==> src/rtl/pattern_scan_ctrl.sv <==
// Purpose : serial pattern matcher; words are shifted MSB first, one bit per clk, into an 8-bit history.
// Latency : match_pulse/match_count update one edge after the completing bit shifts; done follows the last bit by one cycle.
// Backpressure: word_ready is high only in SCAN with no word loaded, so there is one idle cycle between back-to-back words.
//
// Ports:
//   clk, rst                         : clock, asynchronous active-high reset
//   cfg_we, cfg_pattern, cfg_len,
//   cfg_overlap                      : pattern configuration, accepted only in IDLE
//   start, abort                     : frame start (IDLE only) / frame abort (SCAN or DONE)
//   word_valid, word_data, word_last,
//   word_ready                       : valid/ready word input, word_last marks the frame's final word
//   busy, match_pulse, match_count,
//   done                             : status and results
module pattern_scan_ctrl #(
  parameter int WORD_W = 16,
  parameter int CNT_W  = 8
) (
  input  logic              clk,
  input  logic              rst,
  input  logic              cfg_we,
  input  logic [7:0]        cfg_pattern,
  input  logic [2:0]        cfg_len,
  input  logic              cfg_overlap,
  input  logic              start,
  input  logic              abort,
  input  logic              word_valid,
  input  logic [WORD_W-1:0] word_data,
  input  logic              word_last,
  output logic              word_ready,
  output logic              busy,
  output logic              match_pulse,
  output logic [CNT_W-1:0]  match_count,
  output logic              done
);

  localparam int BR_W = $clog2(WORD_W + 1);
  localparam logic [CNT_W-1:0] CNT_MAX = '1;

  typedef enum logic [1:0] {
    IDLE = 2'd0,
    SCAN = 2'd1,
    DONE = 2'd2
  } state_t;

  state_t            state;
  logic [7:0]        pat_q;
  logic [2:0]        len_q;
  logic              ovl_q;
  logic [7:0]        hist;
  logic [3:0]        fill;
  logic [WORD_W-1:0] shreg;
  logic [BR_W-1:0]   bits_rem;
  // Set when the loaded word is the frame's last one; holds word_ready low
  // until the frame closes so no word from the next frame sneaks in.
  logic              last_q;

  logic [7:0]        hist_nxt;
  logic [3:0]        fill_nxt;
  logic [3:0]        len_p1;
  logic [7:0]        len_mask;
  logic              hit;

  always_comb begin
    hist_nxt = {hist[6:0], shreg[WORD_W-1]};
    fill_nxt = (fill == 4'd8) ? 4'd8 : fill + 4'd1;
    len_p1   = {1'b0, len_q} + 4'd1;
    len_mask = 8'hFF >> (3'd7 - len_q);
    // Require enough fresh bits so a non-overlap restart cannot reuse old ones.
    hit      = (fill_nxt >= len_p1) && (((hist_nxt ^ pat_q) & len_mask) == 8'h00);
  end

  assign word_ready = (state == SCAN) && (bits_rem == '0) && !last_q;
  assign busy       = (state != IDLE);
  assign done       = (state == DONE);

  always_ff @(posedge clk or posedge rst) begin
    if (rst) begin
      state       <= IDLE;
      pat_q       <= 8'h00;
      len_q       <= 3'd0;
      ovl_q       <= 1'b0;
      hist        <= 8'h00;
      fill        <= 4'd0;
      shreg       <= '0;
      bits_rem    <= '0;
      last_q      <= 1'b0;
      match_pulse <= 1'b0;
      match_count <= '0;
    end else begin
      match_pulse <= 1'b0;
      case (state)
        IDLE: begin
          if (cfg_we) begin
            pat_q <= cfg_pattern;
            len_q <= cfg_len;
            ovl_q <= cfg_overlap;
          end
          if (start) begin
            state       <= SCAN;
            match_count <= '0;
            hist        <= 8'h00;
            fill        <= 4'd0;
            bits_rem    <= '0;
            last_q      <= 1'b0;
          end
        end
        SCAN: begin
          if (abort) begin
            state    <= IDLE;
            bits_rem <= '0;
            last_q   <= 1'b0;
          end else if (bits_rem != '0) begin
            shreg    <= shreg << 1;
            bits_rem <= bits_rem - BR_W'(1);
            hist     <= hist_nxt;
            fill     <= (hit && !ovl_q) ? 4'd0 : fill_nxt;
            if (hit) begin
              match_pulse <= 1'b1;
              if (match_count != CNT_MAX) begin
                match_count <= match_count + CNT_W'(1);
              end
            end
          end else if (last_q) begin
            state  <= DONE;
            last_q <= 1'b0;
          end else if (word_valid) begin
            shreg    <= word_data;
            bits_rem <= BR_W'(WORD_W);
            last_q   <= word_last;
          end
        end
        DONE: begin
          // Abort here lands in IDLE as well; done is visible only this cycle.
          state <= IDLE;
        end
        default: begin
          state <= IDLE;
        end
      endcase
    end
  end

endmodule

==> config.mk <==
export PLATFORM = sky130hd
export DESIGN_NAME = pattern_scan_ctrl
export DESIGN_NICKNAME = d
export VERILOG_FILES = /design/src/rtl/pattern_scan_ctrl.sv
export SDC_FILE = /design/constraint.sdc
export NUM_CORES = 1
export LEC_CHECK = 0
export CAP_MARGIN = 20
export CORE_MARGIN = 2
export CORE_UTILIZATION = 37
export DETAILED_ROUTE_END_ITERATION = 16
export GPL_TIMING_DRIVEN = 0
export PLACE_DENSITY_LB_ADDON = 0.3
export SLEW_MARGIN = 0
export SYNTH_ARGS = -nofsm -noshare
export SYNTH_HDL_FRONTEND = slang
export SYNTH_SLANG_ARGS = --single-unit
==> constraint.sdc <==
create_clock -name clk -period 5.4 [get_ports clk]
set_clock_uncertainty 0.1 [all_clocks]
set_input_delay 1.08 -clock clk [delete_from_list [all_inputs] [get_ports clk]]
set_output_delay 1.08 -clock clk [all_outputs]
set_load 0.02 [all_outputs]
==> flow_metrics.env <==
export IMPL_rr_startpoint="fill[0]"
export IMPL_dieArea_um2=8633
export IMPL_worst_setup_path_type="reg2out"
export IMPL_cts_made_buffers=5
export IMPL_rr_endpoint="match_count[0]"
export IMPL_holdWs_ps=392.2
export IMPL_avgViaCountPerCell=4.955
export IMPL_synthArstFlopShare_pct=100.0
export IMPL_numClockSinks=56
export IMPL_min_period_over_period_pct=66.87
export IMPL_finalSetupTns_ps=0
export IMPL_r2r_slack_ps=2510
export IMPL_clk_latency_ps=300
export IMPL_ys_seq_elements=56
export IMPL_syn_cell_area_um2=2925
export IMPL_fin_area_um2=3623
export IMPL_drive_gt1_share_pct=8.696
export IMPL_die_w_um=92.92
export IMPL_routabilityCongestion=0.7636
export IMPL_critPathMaxFanout=5
export IMPL_tightestPinTransition_ps=771.7
export IMPL_synth_nets=337
export IMPL_fin_ws_ps=1789
export IMPL_die_h_um=92.92
export IMPL_grt_max_degree=41
export IMPL_io_pins=47
export IMPL_floorplan_initialDensity_pct=38.05
export IMPL_first_global_vias=2228
export IMPL_drtPass1Iterations=4
export IMPL_setup_viol=0
export IMPL_dr_total_vias=2215
export IMPL_drc_errors=0
export IMPL_post_place_ws_ps=2067
export IMPL_yosys_top_cells_area="dfrtp_1, nand2_1, mux2i_1"
export IMPL_synthFlopType="dfrtp_1"
export IMPL_drt_wirelength_per_cell_um=13.04
export IMPL_hold_depth=2
export IMPL_hold_path_end="shreg[1]"
export IMPL_finalCriticalPeriod_ps=3611
export IMPL_hold_buffers=0
export IMPL_cts_setup_buffers=0
export IMPL_ant_nets=0
export IMPL_syn2layout_area_growth_pct=23.87
export IMPL_synth_edf_count=0
export IMPL_leakage_uw=0.001595
export IMPL_irDropWorstVdd_v=0.0001958
export IMPL_p_per_area_nw_per_um2=402.5
export IMPL_post_dp_hpwl_um=4364
export IMPL_nNetsFinal=391
export IMPL_cp_data_arrival_time_ps=2430
export IMPL_cp_end_kind="primary output"
export IMPL_worst_hold_startpoint="shreg[1]"
export IMPL_port_buffers=46
export IMPL_antenna_cells=0
export IMPL_status="completed"
export IMPL_crit_required_ps=4220
export IMPL_rsz0062_at_grt="false"
export IMPL_core_area_um2=7687
export IMPL_cts_tree="built"
export IMPL_finalHoldViolCount=0
export IMPL_slew_headroom_pct=47.22
export IMPL_placed_area_um2=3533
export IMPL_final_cell_mix="dfrtp_1, nand2_1, clkdlybuf4s50_1"
export IMPL_hold_path_class="reg2reg"
export IMPL_drt_wl_total_um=5828
export IMPL_max_cap_violations=0
export IMPL_rows=32
export IMPL_drtIter0Drc=85
export IMPL_final_common_cell="dfrtp_1"
export IMPL_cts_root_buffer="clkbuf_8"
export IMPL_synth_top_cell_area_share_pct=47.90
export IMPL_ys_types=41
export IMPL_grt_ovfl_total=0
export IMPL_ys_seq_area_share_pct=47.90
export IMPL_grt_total_usage_pct=14.46
export IMPL_start_kind="register"
export IMPL_cts_resized=0
export IMPL_max_freq_ghz=0.2769
export IMPL_fin_total_pwr_uw=1458
export IMPL_reg2reg_depth=12
export IMPL_yosys_area_top_type="dfrtp_1"
export IMPL_maxSlewViolCount=0
export IMPL_yosysWarningCount=0
export IMPL_grt_first_pass_wirelength_um=10160
export IMPL_antenna_found_initial=0
export IMPL_syn_area_per_cell_um2=10.09
export IMPL_syn_inst=290
export IMPL_cts_buffer_depth=2
export IMPL_htreeDepth=2
export IMPL_path_clk_slew_ps=100
==> through the flow <==
step                      std cells  utilization, %
after floorplan                 290               -
after global placement          438           45.70
after detailed placement        439           45.96
after CTS                       447           47.14
after global routing            447           47.14
final                           447           47.14
==> Yosys cell counts, types with 6 or more instances <==
master,count
dfrtp_1,56
nand2_1,49
o21ai_1,26
mux2i_1,17
inv_1,13
ha_1,12
nand3_1,12
nor2_1,11
a21oi_1,10
o21ai_0,10
mux2_2,9
xnor2_1,8
clkbuf_1,6
or3_1,6
==> power by group <==
part	total [uW]	internal (uW)	switching, uW	leakage [uW]
Combinational	612	282	330	0.000820
Clock	237	105	132	0.0000455
Sequential	610	528	81.5	0.000730
==> cell families after synthesis <==
logic type | after synthesis | synth area share, %
xor gates and xnor gates | 11 | 3.294
AOI/OAI and AO/OA | 58 | 12.28
adders and majority gates | 12 | 5.132
DFF | 56 | 47.90
and+or+nand+nor | 102 | 18.05
buffers and inverters | 25 | 4.063
muxes | 26 | 9.281
==> worst max path at each step <==
stage                                 to  slack [ps]  depth (start not counted)   startpoint
final                         word_ready        1790                          5  bits_rem[0]
after global routing          word_ready        1650                          5  bits_rem[1]
after CTS                     word_ready        1740                          5  bits_rem[0]
after detailed placement  match_count[6]        2070                          8        start
after global placement          shreg[5]        1700                          2          rst
after floorplan               word_ready        2520                          4  bits_rem[0]
==> worst max-delay path, cell delays in order, from the launching register on <==
cell	delay, ps
dfrtp_1	410
inv_1	60
ha_1	220
or4b_4	540
nor3b_1	260
clkdlybuf4s50_1	640
==> sequential cells by signal, indices dropped and copies added, names as in the netlist <==
name         count
fill             4
bits_rem         5
pat_q            8
len_q            3
match_count      8
state            2
hist             7
last_q           1
match_pulse      1
shreg           16
ovl_q            1
==> area by class of cell <==
| type | count | area, um^2 |
|---|---|---|
| sequential | 56 | 1401 |
| clock buffer | 8 | 90.09 |
| buffer | 12 | 70.07 |
| inverter | 13 | 48.80 |
| timing repair buffer | 47 | 480.5 |
| fill | 763 | 4064 |
| tap | 102 | 127.6 |
| multi-input combinational | 209 | 1405 |
==> per-layer routing <==
layer	wire [um]	vias to the layer above	global-route usage, %	part of all wire, %
met5	0	-	0	0
met4	63	0	3.799	1.1
met3	194	6	2.685	3.3
met2	2825	34	24.40	48
met1	2745	1063	19.13	47
li1	-	1112	-	-
Note: power is estimated with default switching activity, not from simulation.
